===== src/rtl/alu_pkg.sv =====
// Shared types for the integer execute unit: FSM states, funct3 codes and the
// captured-operation record. Used with or without ALU_ITER_SHIFT_EN.
package alu_pkg;

  typedef enum logic [1:0] {
    IDLE  = 2'd0,
    SHIFT = 2'd1,
    DONE  = 2'd2
  } alu_state_e;

  localparam logic [2:0] F3_ADD  = 3'b000;
  localparam logic [2:0] F3_SLL  = 3'b001;
  localparam logic [2:0] F3_SLT  = 3'b010;
  localparam logic [2:0] F3_SLTU = 3'b011;
  localparam logic [2:0] F3_XOR  = 3'b100;
  localparam logic [2:0] F3_SR   = 3'b101;
  localparam logic [2:0] F3_OR   = 3'b110;
  localparam logic [2:0] F3_AND  = 3'b111;

  typedef struct packed {
    logic       is_imm;
    logic [2:0] funct3;
    logic       funct7_b5;
  } alu_op_t;

  function automatic logic is_shift_op(input logic [2:0] f3);
    return (f3 == F3_SLL) || (f3 == F3_SR);
  endfunction

  // Immediate forms never subtract, whatever instr[30] holds.
  function automatic logic is_sub_op(input alu_op_t op);
    return !op.is_imm && op.funct7_b5 && (op.funct3 == F3_ADD);
  endfunction

endpackage


===== src/rtl/alu_shifter.sv =====
// Iterative one-bit-per-cycle shifter with its remaining-count register.
// Only instantiated by alu_exec when ALU_ITER_SHIFT_EN is defined.
module alu_shifter #(
  parameter int XLEN    = 32,
  parameter int SHAMT_W = $clog2(XLEN)
) (
  input  logic               clk,
  input  logic               rst,
  input  logic               start,
  input  logic               dir,
  input  logic               arith,
  input  logic [SHAMT_W-1:0] shamt,
  input  logic [XLEN-1:0]    value,
  output logic               busy,
  output logic               done,
  output logic [XLEN-1:0]    result
);

  logic [XLEN-1:0]    val_q;
  logic [SHAMT_W-1:0] cnt_q;
  logic               busy_q;
  logic               dir_q;
  logic               arith_q;

  // dir = 1 shifts right; arith replicates the sign bit on each right step.
  always_ff @(posedge clk or posedge rst) begin
    if (rst) begin
      val_q   <= '0;
      cnt_q   <= '0;
      busy_q  <= 1'b0;
      dir_q   <= 1'b0;
      arith_q <= 1'b0;
    end else if (start) begin
      val_q   <= value;
      cnt_q   <= shamt;
      busy_q  <= 1'b1;
      dir_q   <= dir;
      arith_q <= arith;
    end else if (busy_q) begin
      if (cnt_q == '0) begin
        busy_q <= 1'b0;
      end else begin
        cnt_q <= cnt_q - SHAMT_W'(1);
        if (dir_q)
          val_q <= {arith_q & val_q[XLEN-1], val_q[XLEN-1:1]};
        else
          val_q <= {val_q[XLEN-2:0], 1'b0};
      end
    end
  end

  assign busy   = busy_q;
  assign done   = busy_q && (cnt_q == '0);
  assign result = val_q;

endmodule


===== src/rtl/alu_exec.sv =====
// Handshaked OP / OP-IMM integer execute unit with a registered result.
// Define ALU_ITER_SHIFT_EN to replace the barrel shifter with alu_shifter.
module alu_exec
  import alu_pkg::*;
#(
  parameter int XLEN    = 32,
  parameter int SHAMT_W = $clog2(XLEN)
) (
  input  logic            clk,
  input  logic            rst,
  input  logic            in_valid,
  output logic            in_ready,
  input  logic            is_imm,
  input  logic [2:0]      funct3,
  input  logic            funct7_b5,
  input  logic [XLEN-1:0] rs1,
  input  logic [XLEN-1:0] op2,
  output logic            out_valid,
  input  logic            out_ready,
  output logic [XLEN-1:0] result
);

  generate
    if (XLEN != 32 && XLEN != 64) begin : g_bad_xlen
      $error("alu_exec: XLEN must be 32 or 64");
    end
  endgenerate

  alu_state_e         state, state_nxt;
  alu_op_t            op;
  logic               accept;
  logic               go_shift;
  logic [SHAMT_W-1:0] shamt;
  logic [XLEN-1:0]    alu_val;
  logic [XLEN-1:0]    result_q;

  assign op        = '{is_imm: is_imm, funct3: funct3, funct7_b5: funct7_b5};
  assign shamt     = op2[SHAMT_W-1:0];
  assign accept    = in_valid && in_ready;
  assign out_valid = (state == DONE);
  assign result    = result_q;

`ifdef ALU_ITER_SHIFT_EN
  logic            sh_busy;
  logic            sh_done;
  logic [XLEN-1:0] sh_result;

  assign go_shift = is_shift_op(op.funct3);

  alu_shifter #(
    .XLEN    (XLEN),
    .SHAMT_W (SHAMT_W)
  ) u_shifter (
    .clk    (clk),
    .rst    (rst),
    .start  (accept && go_shift),
    .dir    (op.funct3 == F3_SR),
    .arith  (op.funct7_b5),
    .shamt  (shamt),
    .value  (rs1),
    .busy   (sh_busy),
    .done   (sh_done),
    .result (sh_result)
  );

  assign in_ready = !rst && !sh_busy &&
                    ((state == IDLE) || ((state == DONE) && out_ready));
`else
  logic signed [XLEN-1:0] sra_val;

  // Kept in its own signed net so the arithmetic shift is not flattened
  // to a logical one by an unsigned surrounding expression.
  assign sra_val  = $signed(rs1) >>> shamt;
  assign go_shift = 1'b0;
  assign in_ready = !rst && ((state == IDLE) || ((state == DONE) && out_ready));
`endif

  always_comb begin
    alu_val = '0;
    case (op.funct3)
      F3_ADD:  alu_val = is_sub_op(op) ? (rs1 - op2) : (rs1 + op2);
`ifndef ALU_ITER_SHIFT_EN
      F3_SLL:  alu_val = rs1 << shamt;
      F3_SR:   alu_val = op.funct7_b5 ? sra_val : (rs1 >> shamt);
`endif
      F3_SLT:  alu_val = {{(XLEN-1){1'b0}}, ($signed(rs1) < $signed(op2))};
      F3_SLTU: alu_val = {{(XLEN-1){1'b0}}, (rs1 < op2)};
      F3_XOR:  alu_val = rs1 ^ op2;
      F3_OR:   alu_val = rs1 | op2;
      F3_AND:  alu_val = rs1 & op2;
      default: alu_val = '0;
    endcase
  end

  // DONE doubles as the output register stage; a new accept there keeps
  // the pipe full at one operation per cycle.
  always_comb begin
    state_nxt = state;
    case (state)
      IDLE: begin
        if (accept)
          state_nxt = go_shift ? SHIFT : DONE;
      end
`ifdef ALU_ITER_SHIFT_EN
      SHIFT: begin
        if (sh_done)
          state_nxt = DONE;
      end
`endif
      DONE: begin
        if (out_ready)
          state_nxt = accept ? (go_shift ? SHIFT : DONE) : IDLE;
      end
      default: state_nxt = IDLE;
    endcase
  end

  always_ff @(posedge clk or posedge rst) begin
    if (rst) begin
      state    <= IDLE;
      result_q <= '0;
    end else begin
      state <= state_nxt;
      if (accept && !go_shift)
        result_q <= alu_val;
`ifdef ALU_ITER_SHIFT_EN
      else if ((state == SHIFT) && sh_done)
        result_q <= sh_result;
`endif
    end
  end

endmodule


===== config.mk =====
export PLATFORM = sky130hd
export DESIGN_NAME = alu_exec
export DESIGN_NICKNAME = d
export VERILOG_FILES = /design/src/rtl/alu_pkg.sv /design/src/rtl/alu_shifter.sv /design/src/rtl/alu_exec.sv
export SDC_FILE = /design/constraint.sdc
export NUM_CORES = 1
export LEC_CHECK = 0
export CORE_UTILIZATION = 40
export CTS_CLUSTER_DIAMETER = 80
export DETAILED_ROUTE_END_ITERATION = 8
export DONT_BUFFER_PORTS = 1
export PLACE_DENSITY = 0.51
export REMOVE_ABC_BUFFERS = 1
export SLEW_MARGIN = 20
export SYNTH_ARGS = -nofsm -noshare
export SYNTH_HDL_FRONTEND = slang
export SYNTH_SLANG_ARGS = --single-unit

===== constraint.sdc =====
create_clock -name clk -period 5.45 [get_ports clk]
set_input_delay 1.09 -clock clk [delete_from_list [all_inputs] [get_ports clk]]
set_output_delay 1.09 -clock clk [all_outputs]
set_load 0.02 [all_outputs]

==> results.rst <==
.. list-table::
   :header-rows: 1

   * - Metric
     - Value
   * - Core Util, Final
     - 0.418
   * - Arrival @ worst endpoint
     - a little under 4 ns
   * - Kind of path behind the tightest hold check
     - flip-flop to flip-flop
   * - Final number of hold-violating endpoints
     - 0
   * - Total gr overflow
     - 0
   * - Post-synthesis to final-layout area growth
     - 2.06%
   * - Clock tree from TritonCTS
     - done
   * - # IOs
     - approximately 110
   * - Worst-path cell chain
     - inv_1 -> buf_4 -> ha_1 -> nand2b_1 -> o311ai_2 -> a31oi_1 -> nand2_1 -> a311oi_1 -> o21ai_0 -> o2111ai_1 -> mux2i_1 -> a211o_1
   * - Reported leakage power
     - about 4.1 nW
   * - Sum of routed wire length over all layers
     - 45,900 um
   * - Worst-path maximum fanout
     - 73
   * - Warnings, synthesis
     - 0
   * - Max_cap viols
     - 0
   * - CTS hold repair buffers
     - 0
   * - Period utilisation layout
     - 0.694
   * - Storage cell area
     - 826 um2
   * - Post-synth EDFFs
     - 0
   * - Slew Viols, Final
     - 0
   * - Core Rows
     - 57
   * - RSZ-0062 raised after global routing
     - no
   * - Post-cts resize count
     - 0
   * - Total CTS buffers
     - 5
   * - DRC violations left
     - 0
   * - Diodes inserted
     - 0
   * - Total of flip-flops plus latches after synthesis
     - 33
   * - H-tree lvl count
     - 2
   * - Class of the most critical setup path
     - primary input to flip-flop
   * - Setup fix buffers added after clock tree synthesis
     - 0
   * - Run status
     - finished clean
   * - Overall global routing resource usage
     - 0.355
   * - Peak ir drop on the vdd network
     - 0.112 mV
   * - Combined area of the multi-input logic cells
     - approximately 8300 um2
   * - Die Span Y
     - around 160 um
   * - Detailed Place HPWL
     - roughly 35,000 um
   * - Gp weighted congestion
     - about 0.98
   * - Initial core utilization
     - 0.409
   * - Register-to-Register Setup Slack
     - about 2.3 ns
   * - Number of vias per cell
     - roughly 7
   * - Layout Nets
     - around 1,500
   * - CP endpoint kind
     - flip-flop
   * - Total vias in the final route
     - ~11,000
   * - Min Tclk post-route
     - approximately 3.8 ns
   * - Commonest register cell after synthesis
     - dfrtp_1
   * - Synthesized area divided by synthesized cell count
     - between 7 and 8 um2
   * - Initial DRC Count
     - ~1,600
   * - # fillers
     - 2,640
   * - Remaining max-slew budget at the tightest pin
     - 0.322
   * - Largest net degree at the start of global routing
     - 74
   * - Worst clock skew
     - roughly 0.014 ns
   * - Bufs on Longest Clock Path
     - 2
   * - Summed instance area of the synthesized netlist
     - approximately 10000 um2
   * - Syn Inst Count
     - around 1,400
   * - Clock root cell
     - clkbuf_16
   * - Number of global-route vias before repair
     - 10,456
   * - Share of the yosys chip area belonging to registers
     - 0.0827
   * - Fraction of final layout cells sized beyond drive strength 1
     - 0.0894
   * - First-pass iteration count of the detailed router
     - 6
   * - Die Area
     - around 26,000 um2
   * - IO buf count
     - 0
   * - Global-route wire length before repair
     - ~70,000 um
   * - Measured slew at the worst slew-check pin
     - between 1 and 1.5 ns
   * - PD cells
     - about 170 nW/um2
   * - Placeable Area
     - 24,400 um2
   * - Async set-reset flop share out of synthesis
     - 1.00
   * - Number of antenna violations at the first check in global routing
     - 1
   * - Chip Width
     - ~160 um
   * - Timing-limited maximum frequency
     - around 260 MHz
   * - Number of antenna-violating nets in the routed design
     - 0
   * - Number of distinct library cells after synthesis
     - 87
   * - Average wire length per cell after detail routing
     - around 28 um
   * - Clock insertion delay at the later pin of the skew report
     - just over 0.3 ns
   * - Final TNS setup
     - 0 ns
   * - Stage delay of the slowest cell on the critical path
     - about 0.44 ns
   * - CP Data Required Time
     - between 5 and 6 ns
   * - Final Setup Violations
     - 0
   * - CTS Sinks
     - 33
   * - Post-CTS clock slew at the launch and capture registers of the worst setup and hold paths
     - roughly 0.070 ns
   * - CP max stage cell
     - buf_4
   * - Category of the worst setup path launch point
     - primary input
==> registers in the layout (all words and copies together), names as in the netlist <==
signal  count
result     32
state       1
==> metrics by stage <==
step                std cells  hold WS, ns  setup WS [ns]  cell area [um2]  total power [mW]
CTS                      1610        0.627           1.71            10200              1.67
finish                   1610        0.619           1.67            10200              1.68
floorplan                1260        0.590           1.63             9480              1.04
detailed placement       1602        0.612           1.39            10000              1.32
global route             1610        0.668           1.50            10200              1.78
global placement         1602        0.610           1.43            10000              1.33
==> critical path, delay by kind of cell <==
family	cells	cell delay [ns]
AND/OR/NAND/NOR	2	0.38
AO/OA/AOI/OAI	6	1.58
buffers and inverters	2	0.49
adder cells (fa/ha/maj)	1	0.34
multiplexers	1	0.09
==> logic make-up (layout without fill, tap and decap cells) <==
kind of cell / count (synthesis) / in the layout / share of synthesized area
AO/OA/AOI/OAI: 490 / 490 / 0.330
AND/OR/NAND/NOR: 411 / 411 / 0.188
buffers and inverters: 214 / 134 / 0.0909
adder cells (fa/ha/maj): 99 / 99 / 0.126
multiplexers: 98 / 98 / 0.164
flip-flops: 33 / 33 / 0.0827
XOR/XNOR: 21 / 21 / 0.0184
==> final cells by class <==
cell class / instances / share of cell area
well taps: 324 / 0.0398
multi-input cells: 1119 / 0.811
repair buffers: 18 / 0.0133
clock buffers: 7 / 0.0150
inverters: 108 / 0.0398
flip-flops and latches: 33 / 0.0811
clock inverters: 1 / 0.000491
==> worst paths after layout <==
path / from / end / cells after the start
min in group asynchronous: rst / state[1] / 2
hold / removal: result[4] / result[4] / 2
hold reg to reg: result[4] / result[4] / 2
max in group asynchronous: rst / result[16] / 2
setup / recovery: op2[3] / result[24] / 12
setup reg to reg: state[1] / result[19] / 6
==> cells in the final DEF, fill, tap and decap left out, types with 22 or more instances in the layout <==
cell,netlist,final
dfrtp_1,33,33
a211oi_1,28,28
mux4_2,50,50
nor2_1,181,181
nand3_1,22,22
nand2_1,87,87
nor3_1,28,27
a21oi_1,134,134
mux2i_1,41,41
ha_1,97,97
inv_1,107,107
o211ai_1,27,27
o21ai_0,90,90
==> routing by layer <==
layer | share of wire | GRT usage | vias up
met3 | 0.097 | 0.0704 | 107
met1 | 0.43 | 0.493 | 5424
met4 | 0.038 | 0.130 | 0
met2 | 0.43 | 0.542 | 642
li1 | - | - | 4915
met5 | 0 | 0 | -
==> synth_stat cells (18+ instances only) <==
cell type,instances,area [um2]
nor2_1,181,679
a21oi_1,134,671
inv_1,107,402
ha_1,97,1210
o21ai_0,90,450
nand2_1,87,327
clkbuf_1,57,214
mux4_2,50,1130
mux2i_1,41,410
dfrtp_1,33,826
buf_2,29,145
a211oi_1,28,210
nor3_1,28,140
o211ai_1,27,203
nand3_1,22,110
or3_1,21,131
xnor2_1,21,184
a21o_1,18,135
==> power by group <==
group	switching (mW)	internal [mW]	total, mW
Sequential	0.107	0.295	0.402
Combinational	0.578	0.360	0.938
Clock	0.147	0.195	0.342
No activity file was read; power rests on OpenSTA's default activity.
